**config.mk**
```make
export PLATFORM = sky130hd
export DESIGN_NAME = ifetch_pcreg_flat
export DESIGN_NICKNAME = d
export VERILOG_FILES = /design/src/rtl/ifetch_pcreg_if.sv /design/src/rtl/ifetch_pcreg.sv /design/src/flat_wrapper.sv
export SDC_FILE = /design/constraint.sdc
export NUM_CORES = 1
export LEC_CHECK = 0
export BUFFER_PORTS_ARGS = -buffer_cell sky130_fd_sc_hd__buf_2
export CORE_MARGIN = 3
export CORE_UTILIZATION = 41
export CTS_CLUSTER_DIAMETER = 150
export DETAILED_ROUTE_END_ITERATION = 10
export GPL_TIMING_DRIVEN = 0
export PLACE_DENSITY_LB_ADDON = 0.15
export SYNTH_ARGS = -nofsm -noshare
export SYNTH_HDL_FRONTEND = slang
export SYNTH_SLANG_ARGS = --single-unit
```
**constraint.sdc**
```tcl
create_clock -name clk -period 2.1 [get_ports clk]
set_clock_uncertainty 0.2 [all_clocks]
set_input_delay 0.21 -clock clk [delete_from_list [all_inputs] [get_ports clk]]
set_output_delay 0.21 -clock clk [all_outputs]
set_load 0.01 [all_outputs]
```
**src/rtl/ifetch_pcreg_if.sv**
```systemverilog
// Instruction-bus handshake between the fetch PC register and the instruction SRAM.
interface ifetch_pcreg_if;
    logic        ireq;
    logic [31:0] iaddr;
    logic        iaddr_ok;
    logic        idata_ok;
    logic [31:0] idata;

    modport master (output ireq, output iaddr, input iaddr_ok, input idata_ok, input idata);
    modport slave  (input ireq, input iaddr, output iaddr_ok, output idata_ok, output idata);
endinterface

```
**src/rtl/ifetch_pcreg.sv**
```systemverilog
// Fetch PC register: issues one instruction-bus request per PC and presents pc/raw_instr to fetch.
//   state   | meaning
//   REQ     | issue address for pc (or present misaligned pc with raw_instr=0)
//   WAIT    | address accepted, awaiting data
//   HOLD    | data buffered while downstream is stalled
//   DISCARD | squashed request still outstanding, drop its data
module ifetch_pcreg #(
    parameter logic [31:0] RESET_PC = 32'hbfc0_0000
) (
    input  logic                  clk,
    input  logic                  resetn,
    input  logic [31:0]           pc_next,
    input  logic                  redirect,
    input  logic [31:0]           redirect_pc,
    input  logic                  stall,
    ifetch_pcreg_if.master        ibus,
    output logic [31:0]           pc,
    output logic [31:0]           raw_instr,
    output logic                  valid
);
    typedef enum logic [1:0] {REQ, WAIT, HOLD, DISCARD} state_t;

    state_t      state;
    logic [31:0] buffer;
    logic        misaligned;
    logic        ireq_c;
    logic        data_valid;

    assign misaligned = (pc[1:0] != 2'b00);
    assign ireq_c     = resetn && (state == REQ) && !misaligned;
    assign data_valid = (state == WAIT) && ibus.idata_ok;

    assign ibus.ireq  = ireq_c;
    assign ibus.iaddr = pc;

    // Outputs are combinational so returned data reaches fetch in the response cycle.
    always_comb begin
        valid     = 1'b0;
        raw_instr = 32'h0;
        if (resetn && !redirect) begin
            case (state)
                REQ:     valid = misaligned;
                WAIT: begin
                    valid     = ibus.idata_ok;
                    raw_instr = ibus.idata_ok ? ibus.idata : 32'h0;
                end
                HOLD: begin
                    valid     = 1'b1;
                    raw_instr = buffer;
                end
                default: valid = 1'b0;
            endcase
        end
    end

    always_ff @(posedge clk or negedge resetn) begin
        if (!resetn) begin
            pc     <= RESET_PC;
            state  <= REQ;
            buffer <= 32'h0;
        end else if (redirect) begin
            // An accepted address must be tracked to completion even when squashed.
            pc <= redirect_pc;
            case (state)
                REQ:     state <= (ireq_c && ibus.iaddr_ok) ? DISCARD : REQ;
                WAIT:    state <= ibus.idata_ok ? REQ : DISCARD;
                HOLD:    state <= REQ;
                DISCARD: state <= ibus.idata_ok ? REQ : DISCARD;
                default: state <= REQ;
            endcase
        end else begin
            case (state)
                REQ: begin
                    if (misaligned) begin
                        if (!stall) pc <= pc_next;
                    end else if (ibus.iaddr_ok) begin
                        state <= WAIT;
                    end
                end
                WAIT: begin
                    if (data_valid) begin
                        if (stall) begin
                            buffer <= ibus.idata;
                            state  <= HOLD;
                        end else begin
                            pc    <= pc_next;
                            state <= REQ;
                        end
                    end
                end
                HOLD: begin
                    if (!stall) begin
                        pc    <= pc_next;
                        state <= REQ;
                    end
                end
                DISCARD: begin
                    if (ibus.idata_ok) state <= REQ;
                end
                default: state <= REQ;
            endcase
        end
    end
endmodule

```
**src/flat_wrapper.sv**
```systemverilog
// flat-port wrapper written by rule: the top's interface ports become plain ports
module ifetch_pcreg_flat 
#(
    parameter logic [31:0] RESET_PC = 32'hbfc0_0000
)
  (clk, resetn, pc_next, redirect, redirect_pc, stall, pc, raw_instr, valid, ibus_ireq, ibus_iaddr, ibus_iaddr_ok, ibus_idata_ok, ibus_idata);
  ifetch_pcreg_if ibus_i ();
  input  logic clk;
  input  logic resetn;
  input  logic [31:0] pc_next;
  input  logic redirect;
  input  logic [31:0] redirect_pc;
  input  logic stall;
  output logic [31:0] pc;
  output logic [31:0] raw_instr;
  output logic valid;
  output wire logic [$bits(ibus_i.ireq)-1:0] ibus_ireq;
  output wire logic [$bits(ibus_i.iaddr)-1:0] ibus_iaddr;
  input wire logic [$bits(ibus_i.iaddr_ok)-1:0] ibus_iaddr_ok;
  input wire logic [$bits(ibus_i.idata_ok)-1:0] ibus_idata_ok;
  input wire logic [$bits(ibus_i.idata)-1:0] ibus_idata;
  assign ibus_ireq = ibus_i.ireq;
  assign ibus_iaddr = ibus_i.iaddr;
  assign ibus_i.iaddr_ok = ibus_iaddr_ok;
  assign ibus_i.idata_ok = ibus_idata_ok;
  assign ibus_i.idata = ibus_idata;
  ifetch_pcreg #(.RESET_PC(RESET_PC)) u_core (.clk(clk), .resetn(resetn), .pc_next(pc_next), .redirect(redirect), .redirect_pc(redirect_pc), .stall(stall), .ibus(ibus_i), .pc(pc), .raw_instr(raw_instr), .valid(valid));
endmodule
```
==> impl_results.md <==
- Hold bufs inserted after CTS: 90
- Biggest area consumer among synthesized cells: dfrtp_1
- Avg WL per Cell: 15.5 µm
- Number of global-route vias before repair: just under 4,000
- Kind of critical path: reg2out
- Fraction of layout cells with a size suffix above 1: 0.579
- Placed wire-length estimate after detailed placement: 7260 µm
- Hold slack: -0.325 ns
- Max transition margin: 0.521
- Core box area: approximately 8400 µm²
- Clock tree from TritonCTS: yes
- GPL Wtd Cong: around 0.79
- Largest cells by area after synthesis: dfrtp_1 40%, mux2_2 10%, mux2i_1 8.9%, nor2_1 6.9%, buf_4 6.7%
- Count of nets left with antenna violations after detail routing: 0
- Die area: 9950 µm²
- Number of max-capacitance violations reported: 0
- Nets: approximately 780
- Floorplan die height: 99.7 µm
- Number of DRC markers in iteration 0: 85
- Number of diodes: 0
- CP endpoint kind: primary output
- Final slew viol count: 0
- Std-Cell Rows: 33
- Worst Path Max Fanout: 6
- Cell area after synthesis: 3600 µm²
- Number of antenna violations at the first check in global routing: 0
- Vias per std cell: 4.97
- DRC violation count after routing: 0
- Number of flops mapped to enable cells by yosys: 0
- Final worst setup slack: -0.109 ns
- Cell count after synthesis: 351
- Drt total wl: approximately 12,000 µm
- Fraction of the cycle the final worst path needs: 1.05
- Final core occ: 0.783
- Status: complete, but fails checks
- RSZ-0062 raised after global routing: true
- Highest clock rate: 0.453 GHz
- Vias after detailed routing: 3,866
- Synthesized area divided by synthesized cell count: 10.3 µm²
- Global-route wire length before repair: 18,400 µm
- IO buf count: 198
- Fraction of synthesis flops using an asynchronous set or reset pin: 1.00
- Final Hold Violating Endpoints: 57
- Initial DRT Pass Iterations: 4
- Maximum ir drop on the vdd rail: 0.000441 V
- Initial standard-cell utilization of the core: 0.430
- Synthesized netlist net count: 460
- Synth cell types: 29
- Most frequently used cell type in the post-synthesis netlist: nor2_1
- Gr ovfl total: 0
- Number of CTS-inserted buffers: 9
- DP Worst Slack: -0.305 ns
- PD cells: 888 nW/µm²
- Number of warnings reported in the yosys synthesis log: 0
- Slew of the pin with the lowest slew margin: 0.718 ns
- CTS Sinks: 66
- Cell at the root of the clock tree: clkbuf_8
- Clock-pin slew of the registers on the worst-case setup and hold paths: 0.07 ns
- Most used standard cells in the synthesized netlist: 66 x nor2_1, 57 x dfrtp_1, 33 x a21oi_1
- Setup violations, final: 33
- Violations in the final reports: hold timing, setup timing
- Post-synthesis to final-layout area growth: 82.1%
- Final critical-path required period: 2.21 ns
- Data arrival at the endpoint of the critical path: 1.80 ns
- Element type at the critical path start: flop
- Number of synthesized register bits: between 60 and 70
- Insertion delay to the later sink of the worst-skew pair: approximately 0.32 ns
- Area fraction of the dominant cell type after synthesis: 0.396
- Top flip-flop cell by instance count after synthesis: dfrtp_1
- I/O pin count: 200
- Largest net degree at the start of global routing: 70
- Type of the most critical hold path: in2async
- Data required time of the critical path: 1.69 ns
- Die Span X: 99.7 µm
- Reported leakage power: 3.10 nW
- Post-synthesis sequential area ratio: 0.462
- # H-tree levels: 3
- Final sum of negative setup slack: -1.95 ns
- Total routing resource utilization after global routing: 0.225
- Number of buffers on the longest clock path: 2
## timing repair
item,in CTS,in global routing
hold endpoints to repair,120,57
buffers inserted,11,1
setup endpoints to repair,92,95
gates cloned,5,3
gates resized for setup,91,57
pin swaps,11,22
## logic make-up (layout without fill, tap and decap cells)
logic type / Yosys count / after routing / share of synthesized area
buffers and inverters: 60 / 382 / 0.0997
and+or+nand+nor: 81 / 81 / 0.0907
AOI/OAI and AO/OA: 73 / 73 / 0.135
adders and majority gates: 7 / 7 / 0.0243
muxes: 64 / 64 / 0.189
DFF: 66 / 66 / 0.462
## flip-flops by register name (all words and copies together), names as in the netlist
signal,cells
u_core.buffer,32
u_core.state,2
u_core.ibus.iaddr,32
## cells in the final DEF, fill, tap and decap left out, types with 6 or more instances in the layout
cell type	count
dlygate4sd3_1	90
buf_6	20
a22oi_2	27
nor2_2	19
nor2_4	6
a21oi_1	33
dfstp_2	9
dfrtp_1	56
nor2_1	41
mux2i_1	32
mux2_2	32
buf_2	194
buf_4	45
clkbuf_8	13
## final timing paths
| kind | start | end | slack, ns | depth (start not counted) |
|---|---|---|---|---|
| max | u_core.state[0] | raw_instr[9] | -0.11 | 7 |
| min | resetn | u_core.buffer[22] | -0.32 | 1 |
| max reg2reg | u_core.state[0] | u_core.ibus.iaddr[14] | 0.02 | 8 |
| min reg2reg | u_core.buffer[31] | u_core.buffer[31] | 0.31 | 1 |
| max in group asynchronous | resetn | u_core.state[0] | 1.57 | 1 |
| min in group clk | pc_next[16] | u_core.ibus.iaddr[16] | 0 | 3 |
## metal layers
layer  wire (µm)  vias up  track usage
met3         721       15       0.0470
met4         178        0       0.0588
met2        6300      152        0.403
met5           0        -            0
li1            -     1838            -
met1        4870     1861        0.275
## metrics by stage
stage / cells / hold WS (ns) / power [mW] / area, µm²
after floorplan: 351 / -0.286 / 3.24 / 3600
after global placement: 654 / 0.258 / 3.87 / 4720
after detailed placement: 654 / 0.175 / 3.93 / 4730
after CTS: 775 / -0.307 / 5.63 / 6340
after global routing: 778 / -0.285 / 6.18 / 6560
final: 778 / -0.325 / 5.82 / 6560
## critical path, stage by stage, from the launching register on
cell and delay, ns:
dfrtp_2 0.44, buf_6 0.13, ha_4 0.15, and2_4 0.19
clkbuf_16 0.16, a22oi_1 0.20, nor2_2 0.05, buf_2 0.14
## power by group
part	switching (mW)	internal [mW]
sequential	0.363	1.76
combinational	1.16	1.47
clock	0.457	0.614
total	1.98	3.85
## final cells by class
type                       instances  area, µm²
sequential                        66       1660
timing repair buffer             308       2130
fill                             536       1820
buffer                            54        512
multi-input combinational        225       1900
inverter                           4       20.0
clock buffer                      14        163
clock inverter                     2       35.0
tap                              105        131
Power figures use the tool's default switching activity.
